### src/rtl/back_ground_draw_frame_if.sv
// Pixel-stream bundle between the raster timing generator and the background layer.
// Master drives coordinates and strobes; slave returns the registered pixel and status.
interface back_ground_draw_frame_if;
  logic [10:0] pixelX;
  logic [10:0] pixelY;
  logic        startOfFrame;
  logic        flashReq;
  logic [7:0]  BG_RGB;
  logic        boardersDrawReq;
  logic        flashBusy;

  modport master (
    output pixelX, pixelY, startOfFrame, flashReq,
    input  BG_RGB, boardersDrawReq, flashBusy
  );

  modport slave (
    input  pixelX, pixelY, startOfFrame, flashReq,
    output BG_RGB, boardersDrawReq, flashBusy
  );
endinterface

### src/rtl/back_ground_draw_frame.sv
// Background, edge and bracket pixel generator with a frame-synchronous bracket flash FSM.
// One-cycle registered latency from pixel coordinates; no backpressure (pixel-rate stream).
module back_ground_draw_frame #(
  parameter int         X_FRAME_SIZE   = 639,
  parameter int         Y_FRAME_SIZE   = 479,
  parameter int         BRACKET_OFFSET = 30,
  parameter int         BRACKET_WIDTH  = 1,
  parameter int         FLASH_FRAMES   = 8,
  parameter int         FLASH_COUNT    = 3,
  parameter logic [7:0] BG_COLOR       = 8'b010_110_00,
  parameter logic [7:0] EDGE_COLOR     = 8'b111_111_00,
  parameter logic [7:0] BRACKET_COLOR  = 8'b100_000_00,
  parameter logic [7:0] FLASH_COLOR    = 8'b111_111_11
) (
  input  logic                      clk,
  input  logic                      reset,
  back_ground_draw_frame_if.slave   bus
);

  localparam int FW = $clog2(FLASH_FRAMES) + 1;
  localparam int CW = $clog2(FLASH_COUNT) + 1;

  localparam logic [10:0] X_MAX = 11'(X_FRAME_SIZE);
  localparam logic [10:0] Y_MAX = 11'(Y_FRAME_SIZE);
  localparam logic [10:0] BX_L0 = 11'(BRACKET_OFFSET);
  localparam logic [10:0] BX_L1 = 11'(BRACKET_OFFSET + BRACKET_WIDTH - 1);
  localparam logic [10:0] BX_R0 = 11'(X_FRAME_SIZE - BRACKET_OFFSET - BRACKET_WIDTH + 1);
  localparam logic [10:0] BX_R1 = 11'(X_FRAME_SIZE - BRACKET_OFFSET);
  localparam logic [10:0] BY_R0 = 11'(Y_FRAME_SIZE - BRACKET_OFFSET - BRACKET_WIDTH + 1);
  localparam logic [10:0] BY_R1 = 11'(Y_FRAME_SIZE - BRACKET_OFFSET);

  localparam logic [FW-1:0] FRAME_LAST = FW'(FLASH_FRAMES - 1);
  localparam logic [CW-1:0] CYCLE_LAST = CW'(FLASH_COUNT - 1);

  typedef enum logic [1:0] {
    ST_STEADY,
    ST_ARMED,
    ST_FLASH_ON,
    ST_FLASH_OFF
  } state_t;

  state_t        r_state;
  logic [FW-1:0] r_frame_cnt;
  logic [CW-1:0] r_cycle_cnt;
  logic          r_flash_busy;
  logic [7:0]    r_bg_rgb;
  logic          r_draw_req;

  logic       w_outside;
  logic       w_edge;
  logic       w_bracket;
  logic [7:0] w_bracket_color;

  always_comb begin
    w_outside = (bus.pixelX > X_MAX) || (bus.pixelY > Y_MAX);
    w_edge    = (bus.pixelX == 11'd0) || (bus.pixelY == 11'd0) ||
                (bus.pixelX == X_MAX) || (bus.pixelY == Y_MAX);
    // Left/top ranges share the same offsets; right/bottom mirror from the far edge.
    w_bracket = ((bus.pixelX >= BX_L0) && (bus.pixelX <= BX_L1)) ||
                ((bus.pixelX >= BX_R0) && (bus.pixelX <= BX_R1)) ||
                ((bus.pixelY >= BX_L0) && (bus.pixelY <= BX_L1)) ||
                ((bus.pixelY >= BY_R0) && (bus.pixelY <= BY_R1));
    w_bracket_color = (r_state == ST_FLASH_ON) ? FLASH_COLOR : BRACKET_COLOR;
  end

  always_ff @(posedge clk or posedge reset) begin
    if (reset) begin
      r_bg_rgb   <= 8'h00;
      r_draw_req <= 1'b0;
    end else if (w_outside) begin
      r_bg_rgb   <= 8'h00;
      r_draw_req <= 1'b0;
    end else if (w_bracket) begin
      r_bg_rgb   <= w_bracket_color;
      r_draw_req <= 1'b1;
    end else if (w_edge) begin
      r_bg_rgb   <= EDGE_COLOR;
      r_draw_req <= 1'b0;
    end else begin
      r_bg_rgb   <= BG_COLOR;
      r_draw_req <= 1'b0;
    end
  end

  // State only moves on the frame strobe so a flash never tears mid-frame; arming is the exception.
  always_ff @(posedge clk or posedge reset) begin
    if (reset) begin
      r_state      <= ST_STEADY;
      r_frame_cnt  <= '0;
      r_cycle_cnt  <= '0;
      r_flash_busy <= 1'b0;
    end else begin
      r_flash_busy <= (r_state != ST_STEADY);
      case (r_state)
        ST_STEADY: begin
          if (bus.flashReq) begin
            r_frame_cnt <= '0;
            r_cycle_cnt <= '0;
            r_state     <= bus.startOfFrame ? ST_FLASH_ON : ST_ARMED;
          end
        end
        ST_ARMED: begin
          if (bus.startOfFrame) begin
            r_frame_cnt <= '0;
            r_cycle_cnt <= '0;
            r_state     <= ST_FLASH_ON;
          end
        end
        ST_FLASH_ON: begin
          if (bus.startOfFrame) begin
            if (r_frame_cnt == FRAME_LAST) begin
              r_frame_cnt <= '0;
              r_state     <= ST_FLASH_OFF;
            end else begin
              r_frame_cnt <= r_frame_cnt + FW'(1);
            end
          end
        end
        ST_FLASH_OFF: begin
          if (bus.startOfFrame) begin
            if (r_frame_cnt == FRAME_LAST) begin
              r_frame_cnt <= '0;
              if (r_cycle_cnt == CYCLE_LAST) begin
                r_cycle_cnt <= '0;
                r_state     <= ST_STEADY;
              end else begin
                r_cycle_cnt <= r_cycle_cnt + CW'(1);
                r_state     <= ST_FLASH_ON;
              end
            end else begin
              r_frame_cnt <= r_frame_cnt + FW'(1);
            end
          end
        end
        default: r_state <= ST_STEADY;
      endcase
    end
  end

  assign bus.BG_RGB          = r_bg_rgb;
  assign bus.boardersDrawReq = r_draw_req;
  assign bus.flashBusy       = r_flash_busy;

endmodule

### src/flat_wrapper.sv
// flat-port wrapper written by rule: the top's interface ports become plain ports
module back_ground_draw_frame_flat 
#(
  parameter int         X_FRAME_SIZE   = 639,
  parameter int         Y_FRAME_SIZE   = 479,
  parameter int         BRACKET_OFFSET = 30,
  parameter int         BRACKET_WIDTH  = 1,
  parameter int         FLASH_FRAMES   = 8,
  parameter int         FLASH_COUNT    = 3,
  parameter logic [7:0] BG_COLOR       = 8'b010_110_00,
  parameter logic [7:0] EDGE_COLOR     = 8'b111_111_00,
  parameter logic [7:0] BRACKET_COLOR  = 8'b100_000_00,
  parameter logic [7:0] FLASH_COLOR    = 8'b111_111_11
)
  (clk, reset, bus_pixelX, bus_pixelY, bus_startOfFrame, bus_flashReq, bus_BG_RGB, bus_boardersDrawReq, bus_flashBusy);
  back_ground_draw_frame_if bus_i ();
  input  logic clk;
  input  logic reset;
  input wire logic [$bits(bus_i.pixelX)-1:0] bus_pixelX;
  input wire logic [$bits(bus_i.pixelY)-1:0] bus_pixelY;
  input wire logic [$bits(bus_i.startOfFrame)-1:0] bus_startOfFrame;
  input wire logic [$bits(bus_i.flashReq)-1:0] bus_flashReq;
  output wire logic [$bits(bus_i.BG_RGB)-1:0] bus_BG_RGB;
  output wire logic [$bits(bus_i.boardersDrawReq)-1:0] bus_boardersDrawReq;
  output wire logic [$bits(bus_i.flashBusy)-1:0] bus_flashBusy;
  assign bus_i.pixelX = bus_pixelX;
  assign bus_i.pixelY = bus_pixelY;
  assign bus_i.startOfFrame = bus_startOfFrame;
  assign bus_i.flashReq = bus_flashReq;
  assign bus_BG_RGB = bus_i.BG_RGB;
  assign bus_boardersDrawReq = bus_i.boardersDrawReq;
  assign bus_flashBusy = bus_i.flashBusy;
  back_ground_draw_frame #(.X_FRAME_SIZE(X_FRAME_SIZE), .Y_FRAME_SIZE(Y_FRAME_SIZE), .BRACKET_OFFSET(BRACKET_OFFSET), .BRACKET_WIDTH(BRACKET_WIDTH), .FLASH_FRAMES(FLASH_FRAMES), .FLASH_COUNT(FLASH_COUNT), .BG_COLOR(BG_COLOR), .EDGE_COLOR(EDGE_COLOR), .BRACKET_COLOR(BRACKET_COLOR), .FLASH_COLOR(FLASH_COLOR)) u_core (.clk(clk), .reset(reset), .bus(bus_i));
endmodule
### config.mk
export PLATFORM = sky130hd
export DESIGN_NAME = back_ground_draw_frame_flat
export DESIGN_NICKNAME = d
export VERILOG_FILES = /design/src/rtl/back_ground_draw_frame_if.sv /design/src/rtl/back_ground_draw_frame.sv /design/src/flat_wrapper.sv
export SDC_FILE = /design/constraint.sdc
export NUM_CORES = 1
export LEC_CHECK = 0
export ABC_CLOCK_PERIOD_IN_PS = 1300
export CAP_MARGIN = 20
export CORE_AREA = 2 2 53 55
export CTS_CLUSTER_DIAMETER = 80
export CTS_CLUSTER_SIZE = 28
export DETAILED_ROUTE_END_ITERATION = 10
export DIE_AREA = 0 0 55 57
export PLACE_DENSITY = 0.78
export SYNTH_ARGS = -nofsm -noshare
export SYNTH_HDL_FRONTEND = slang
export SYNTH_SLANG_ARGS = --single-unit
export TNS_END_PERCENT = 5
### constraint.sdc
create_clock -name clk -period 1.3 [get_ports clk]
set_clock_uncertainty 0.05 [all_clocks]
set_input_delay 0.26 -clock clk [delete_from_list [all_inputs] [get_ports clk]]
set_output_delay 0.26 -clock clk [all_outputs]
set_load 0.01 [all_outputs]
# After elaboration in Yosys (flattened, before gate mapping)
# Index checks and enable logic that the tools add are counted.
totals:
  reg_bits: 19
  input_bits: 26
  out_inout_bits: 10
  wordCells: 78
classes:
  add_sub_neg: 2
  magnitude_cmp: 10
  n_eq_ne: 14
  muxes: 26
  reduce_logical: 20
op_table:
  columns: ["operator", "count"]
  rows:
  - ["$mux 8", 3]
  - ["$ge 11x5->1 const B", 2]
  - ["$le 11x5->1 const B", 2]
  - ["$logic_not 11->1", 2]
  - ["$mux 2", 8]
  - ["$mux 4", 4]
  - ["$mux 3", 5]
  - ["$pmux 4 s3", 1]
  - ["$eq 11x10->1 const B", 1]
  - ["$eq 11x9->1 const B", 1]
  - ["$ge 11x10->1 const B", 1]
  - ["$ge 11x9->1 const B", 1]
  - ["$gt 11x10->1 const B", 1]
  - ["$gt 11x9->1 const B", 1]
  - ["$le 11x10->1 const B", 1]
  - ["$le 11x9->1 const B", 1]
  - ["$ne 2x2->1 const B", 5]
  - ["$pmux 3 s3", 1]
  - ["$pmux 2 s4", 1]
  - ["$logic_or 1x1->1", 7]
  - ["$mux 7", 1]
  - ["$reduce_and 6->1", 1]
  - ["$reduce_and 5->1", 1]
  - ["$add 4x1->4 const B", 1]
  - ["other kinds (13)", 19]

# Depth between registers and ports, before layout
# Gate-level depths: netlist (run 1).
depth:
  word_depth: 7
  depth_mapped: 5
  ltp_nobuf: 5

# Worst setup path after synthesis (run 1)
# Ideal clock, no wire load.
synth_timing:
  path_type: "input to register"
  from: "input port bus_pixelY[9]"
  to: "register u_core.r_bg_rgb[5], in the netlist u_core.bus.BG_RGB[5]"
  setup_ns: 0.133
  t_arrival_ns: 1.461
  required_ns: 1.117
  setup_slack_ns: -0.344
  cell_stages: 4
  path_cell_list: "or3b_1 or4b_4 a41oi_1 a211oi_2"
synth_via:
  elab_chain_len: 7
  elab_cells_between_ends: 18
  classes_between: "order compare (5); eq/ne (1); mux (3); reduce/logical (9)"
synth_lines:
  columns: ["element", "line", "source"]
  rows:
  - ["start, declared", "flat_wrapper.sv:20", "input wire logic [$bits(bus_i.pixelY)-1:0] bus_pixelY;"]
  - ["branches (longest 6 deep; another with $ge 11x5->1)", null, null]
  - ["$mux 8 *", "back_ground_draw_frame.sv:70", "end else if (w_outside) begin"]
  - ["end signal, assigned", "back_ground_draw_frame.sv:74", "r_bg_rgb <= w_bracket_color;"]
  - ["end, declared", "back_ground_draw_frame.sv:46", "logic [7:0] r_bg_rgb;"]
# Every way passes the cells marked *.
# A chain may end at the register's enable or synchronous reset.

# Worst setup path in the final report (run 1)
# Ends and elaborated chain as after synthesis.

==> results_dict.tcl, run 1 <==
set metrics [dict create \
    hold_viol 0 \
    cts_hold_buf 0 \
    track_usage_pct 19.82 \
    cts_htree_levels 1 \
    drive_gt1_share_pct 40.36 \
    maxSlewHeadroom_pct 75.93 \
    die_height_um 57 \
    hold_slack_ps 205.2 \
    die_area_sq_um 3135 \
    layout_setup_ws_ps -237.0 \
    grt_start_max_net_pins 16 \
    p_leak_uw 0.0007605 \
    r2r_end "u_core.r_cycle_cnt[2]" \
    final_nets 194 \
    synth_seq_cells 15 \
    p_per_area_nw_per_um2 1031 \
    synth_cells 103 \
    setup_tns_ps -1367 \
    post_dp_cell_area_sq_um 1520 \
    die_w_um 55 \
    rsz0062_at_grt "yes" \
    slew_violations 0 \
    antenna_found_initial 0 \
    clock.fmax_mhz 650.6 \
    routed_via_density 5.614 \
    async_flop_share_pct 100.0 \
    grt_pass1_vias 1093 \
    start_util_pct 36.51 \
    violations "setup timing" \
    cts_buffers 3 \
    avgSynthCellArea_sq_um 9.269 \
    irDropWorstVdd_uv 1094 \
    end_kind "flip-flop" \
    crit_required_ps 1460 \
    fin_area_sq_um 1630 \
    routabilityCongestion 0.7912 \
    synth_ff_type "dfrtp_1" \
    min_period_ps 1537 \
    ys_seq_area_share_pct 39.32 \
    max-cap-violations 0 \
    drc 0 \
    post-route-period-util_pct 118.2 \
    crit_type "primary input to flip-flop" \
    area_growth_pct 70.77 \
    vias 1106 \
    wl_per_cell_um 14.68 \
    final_cell_mix "31 x buf_4, 17 x dlygate4sd2_1, 13 x dfrtp_1, 8 x clkdlybuf4s15_1, 6 x nand2_1" \
    overflow 0 \
    run_status "complete, but fails checks" \
    n_antenna_cell 0 \
    syn_nets 130 \
    yosysUniqueCellTypes 38 \
    core_area_sq_um 2615 \
    drt_iter0_drc 26 \
    synth_edf_count 0 \
    clkTransAtPathRegs_ps 100 \
    num_io_pins 36 \
    timing.rr.start "u_core.r_frame_cnt[0]" \
    crit_start "bus_pixelY[9]" \
    numPortBuffers 35 \
    worst_slew_pin_slew_ps 360.2 \
    cts_tree "yes" \
    grt_pass1_wl_um 4650 \
    cts_buffer_depth 2 \
    dp_hpwl_um 2205 \
    setup_viol 10 \
    p_total_uw 1680 \
    clock-sinks 15 \
    synth_area_sq_um 954.7 \
    ant_nets 0 \
    hold_path.class "primary input to asynchronous set/reset pin" \
    layout_commonest_cell "buf_4" \
    crit_path_end "u_core.bus.BG_RGB[5]" \
    cp_max_fo 4 \
    cts-root-buf "clkbuf_4" \
    cp.arrival_ps 1690 \
    start_kind "primary input" \
    ys_warn_count 0 \
    r2r_slack_ps -220 \
    worstSkewPairLatency_ps 290 \
    dr.pass1.iters 4 \
    rows 19 \
    wl_um 2891 \
    r2r_cells 6 \
    dp_slack_ps -848.4 \
]
==> Yosys cell counts (4+ instances only) <==
cell type	instances	share of area, %
o21ai_0	6	3.1
nand3_1	6	3.1
dfrtp_1	15	39
buf_4	4	3.1
nand2_1	7	2.8
inv_1	4	1.6
nand4_1	4	2.6
a21oi_1	4	2.1
nor4_1	5	3.3
nor2_1	4	1.6
==> registers in the layout, indices dropped and copies added (netlist names) <==
name and cells:
u_core.bus.boardersDrawReq 1, u_core.r_cycle_cnt 3, u_core.r_frame_cnt 4, u_core.r_state 2
u_core.bus.flashBusy 1, u_core.bus.BG_RGB 4
==> layer usage <==
layer	global-route usage [%]	up-vias	part of all wire [%]
met5	0	-	0
met1	24.20	527	41
met2	34.86	49	53
met3	4.188	10	5.2
met4	4.530	0	1.5
li1	-	520	-
==> stage by stage <==
stage	utilization, %	std cells
floorplan	-	103
global placement	58.13	190
detailed placement	58.13	190
CTS	59.95	197
global route	62.34	197
finish	62.34	197
==> kinds of logic after synthesis <==
family	count (synthesis)	synth area share [%]
and+or+nand+nor	51	34.99
AOI/OAI and AO/OA	23	16.38
DFF	15	39.32
buffers and inverters	11	5.897
muxes	2	2.097
adders and majority gates	1	1.310
==> critical path, stage by stage <==
cell	delay, ps
buf_2	110
or3b_4	380
or4b_4	500
and4_4	220
a211oi_2	210
==> power by group <==
group / leakage (uW) / total [uW] / internal [uW] / switching, uW
Clock: 0.0000177 / 275 / 114 / 160
Combinational: 0.000559 / 719 / 407 / 312
Sequential: 0.000183 / 687 / 578 / 108
Total: 0.000760 / 1680 / 1100 / 581
==> how the worst min path moves through the flow <==
stage / slack, ps / cells past startpoint / to / startpoint
after floorplan: 110 / 1 / u_core.bus.BG_RGB[1] / reset
after global placement: 460 / 1 / u_core.r_cycle_cnt[1] / u_core.r_cycle_cnt[1]
after detailed placement: 480 / 1 / u_core.r_cycle_cnt[1] / u_core.r_cycle_cnt[1]
after CTS: 200 / 3 / u_core.r_frame_cnt[0] / reset
after global routing: 220 / 3 / u_core.bus.boardersDrawReq / reset
final: 210 / 3 / u_core.r_frame_cnt[0] / reset
==> cell type report <==
cell class	count	area [sq um]
Sequential cell	15	377.9
Multi-Input combinational cell	77	630.6
Fill cell	233	984.7
Inverter	4	15.01
Tap cell	31	38.79
Clock buffer	3	22.52
Clock inverter	1	5.005
Timing Repair Buffer	66	540.5
==> what timing repair did <==
| action | CTS | global route |
|---|---|---|
| resized for setup | 52 | 27 |
| pin swaps | 12 | 9 |
| setup endpoints to repair | 21 | 20 |
| buffers inserted | 3 | 0 |
Power figures use the tool's default switching activity.
==> inputs of run 2 (changes only) <==
SLEW_MARGIN = 10   (was unset)
==> results of run 2 <==
Same layout as run 1: the final DEF is identical, and so are final timing and power.
==> variant: new RTL, settings of run 1 <==
`FLASH_FRAMES` is set to 8 in 2 places; all go to 32.
--- a/src/rtl/back_ground_draw_frame.sv
+++ b/src/rtl/back_ground_draw_frame.sv
@@ -5,7 +5,7 @@
   parameter int         Y_FRAME_SIZE   = 479,
   parameter int         BRACKET_OFFSET = 30,
   parameter int         BRACKET_WIDTH  = 1,
-  parameter int         FLASH_FRAMES   = 8,
+  parameter int         FLASH_FRAMES   = 32,
   parameter int         FLASH_COUNT    = 3,
   parameter logic [7:0] BG_COLOR       = 8'b010_110_00,
   parameter logic [7:0] EDGE_COLOR     = 8'b111_111_00,
--- a/src/flat_wrapper.sv
+++ b/src/flat_wrapper.sv
@@ -5,7 +5,7 @@
   parameter int         Y_FRAME_SIZE   = 479,
   parameter int         BRACKET_OFFSET = 30,
   parameter int         BRACKET_WIDTH  = 1,
-  parameter int         FLASH_FRAMES   = 8,
+  parameter int         FLASH_FRAMES   = 32,
   parameter int         FLASH_COUNT    = 3,
   parameter logic [7:0] BG_COLOR       = 8'b010_110_00,
   parameter logic [7:0] EDGE_COLOR     = 8'b111_111_00,
Check against the original RTL: same outputs for any inputs over 10 cycles, from zero or initial values and one cycle with reset high; that may be too few to reach the edited logic, so the function may still have changed.
==> variant against run 1 <==
The flow still finishes with violations (setup timing); via count shrank 0.27%; fmax grew 4.4%; register-to-register slack gained 0.05 ns; synthesized area grew 5.5%; worst hold slack gained 0.0056 ns; wire length shrank 2.9%; cell count shrank 0.51%; power shrank 9.7%; die area is the same; cell area grew 1.5%; worst setup slack gained 0.065 ns; sequential cell count grew 2; core utilization grew 0.91 points; critical path type is now flop to flop; largest cell class unchanged; largest power group is now registers.
==> variant: results (changes against run 1) <==
metric,value,unit,change
Synthesized Nets,135,,+3.8%
H-tree depth,1,,unchanged
"Most flops, register",u_core.r_frame_cnt,,
worst-skew pair later-pin latency,0.29,ns,about the same
slowest CP cell,dfrtp_1,,
GP Congestion,0.837,,+5.8%
final wirelength,2810,µm,-2.9%
first-pass GRT wire length,4460,µm,-4.0%
sequential share of the synthesized area,42.2,%,+2.9 points
R2R Path End,u_core.r_frame_cnt[3],,
crit-path max cell delay,0.41,ns,-0.09 ns
status,"complete, but fails checks",,
number of DRC markers in iteration 0,35,,+35%
max FFs per register,6,,
Area Growth Syn to Fin,64.2,%,
CP Max Fanout,4,,unchanged
Synth top cells by count,"17 x dfrtp_1, 11 x o21ai_0, 10 x nand2_1, 7 x nand3_1",,
setup violators final,15,,+5
layout cells sized above 1,32.7,%,-7.6 points
failing checks,setup timing,,
DRT Pass-1 Iters,4,,unchanged
Syn. warnings,0,,unchanged
WP data arrival,1.62,ns,-0.07 ns
Hold Crit Class,input pin to async pin,,
dpl cell area,1520,µm²,+0.16%
n_diodes,0,,unchanged
Rows,19,,unchanged
Fill cells,229,,-1.7%
Setup WS pre-CTS,-0.610,ns,+0.239 ns
# DRC,0,,unchanged
placed cells,189,,-0.53%
post-route insts no fill,196,,-0.51%
Total GRT Usage,19.5,%,-0.27 points
Reg2Reg Depth,5,,-1
routed vias,1103,,-0.27%
CTS buffer count,3,,unchanged
final setup margin,-0.172,ns,+0.0648 ns
Netlist cell types,36,,-5.3%
Avg Inst Size Synth,9.33,µm²,+0.62%
Worst-Margin Slew,0.476,ns,+0.116 ns
ranking of synthesized cells by area,"dfrtp_1 42%, o21ai_0 5.5%, nand2_1 3.7%, nand3_1 3.5%, nand4_1 3.1%",,
HPWL after detailed placement,2150,µm,-2.5%
reg2reg start,u_core.r_frame_cnt[0],,
clock slew seen by the registers of the worst setup and hold paths,0.10,ns,about the same
port bufs,35,,unchanged
Root Buffer,clkbuf_4,,
Max IR drop VDD,0.000903,V,-17%
GR Overflow Total,0,,unchanged
pin count of the biggest net entering global routing,18,,+2
async set-or-reset flop fraction in the synthesized netlist,100,%,unchanged
clk buf depth,2,,unchanged
leakage,0.732,nW,-3.7%
==> variant: routing by layer <==
metal  wire length [µm]  part of all wire (%)  track usage [%]
met4                 54                   1.9             8.36
met1               1060                    38             19.8
met5                  0                     0                0
met2               1540                    55             36.4
met3                148                   5.3             4.45
==> variant: worst max-delay path, delay by kind of cell, from the launching register on <==
| kind | cells | cell delay (ns) |
|---|---|---|
| compound gates | 2 | 0.30 |
| flops | 1 | 0.41 |
| simple gates | 2 | 0.43 |
| fa+ha+maj | 1 | 0.18 |
==> variant: kinds of logic after synthesis <==
group                    after synthesis  share of synthesized area [%]
AO/OA/AOI/OAI                         32                           22.0
XOR/XNOR                               1                          0.870
adder cells (fa/ha/maj)                1                           1.24
buffers and inverters                  9                           5.71
flip-flops                            17                           42.2
multiplexers                           1                           1.12
AND/OR/NAND/NOR                       47                           26.8
==> variant: report_power, final <==
group | internal (mW) | leakage (nW) | total [mW] | switching (mW)
sequential | 0.609 | 0.211 | 0.702 | 0.0933
clock | 0.120 | 0.0150 | 0.287 | 0.167
combinational | 0.312 | 0.506 | 0.529 | 0.217
total | 1.04 | 0.732 | 1.52 | 0.477
==> variant: worst max path at each step <==
stage | start | endpoint | cells after the start
after CTS | u_core.r_frame_cnt[0] | u_core.r_frame_cnt[3] | 5
after floorplan | u_core.r_state[0] | u_core.r_frame_cnt[3] | 5
after detailed placement | bus_pixelX[6] | u_core.bus.BG_RGB[6] | 5
final | u_core.r_frame_cnt[0] | u_core.r_frame_cnt[3] | 5
after global routing | u_core.r_frame_cnt[0] | u_core.r_frame_cnt[3] | 5
after global placement | bus_pixelY[1] | u_core.bus.BG_RGB[5] | 5
==> variant: final cells by class <==
cell class | instances | share of cell area, %
flip-flops and latches | 17 | 25.7
repair buffers | 59 | 30.6
clock buffers | 4 | 1.59
well taps | 31 | 2.34
inverters | 3 | 0.681
multi-input cells | 82 | 39.0
==> variant: repair_timing <==
item / CTS / global route
setup endpoints to repair: 25 / 24
endpoints found under the hold margin: 0 / 0
setup buffers: 0 / 3
pin swaps: 14 / 5
resized for setup: 43 / 16
==> variant: stage by stage <==
step / TNS, ns / hold slack, ns
6_report: -1.33 / 0.211
3_5_place_dp: -7.04 / 0.483
4_1_cts: -1.51 / 0.229
2_1_floorplan: -1.16 / 0.136
3_3_place_gp: -6.81 / 0.467
5_1_grt: -2.11 / 0.227
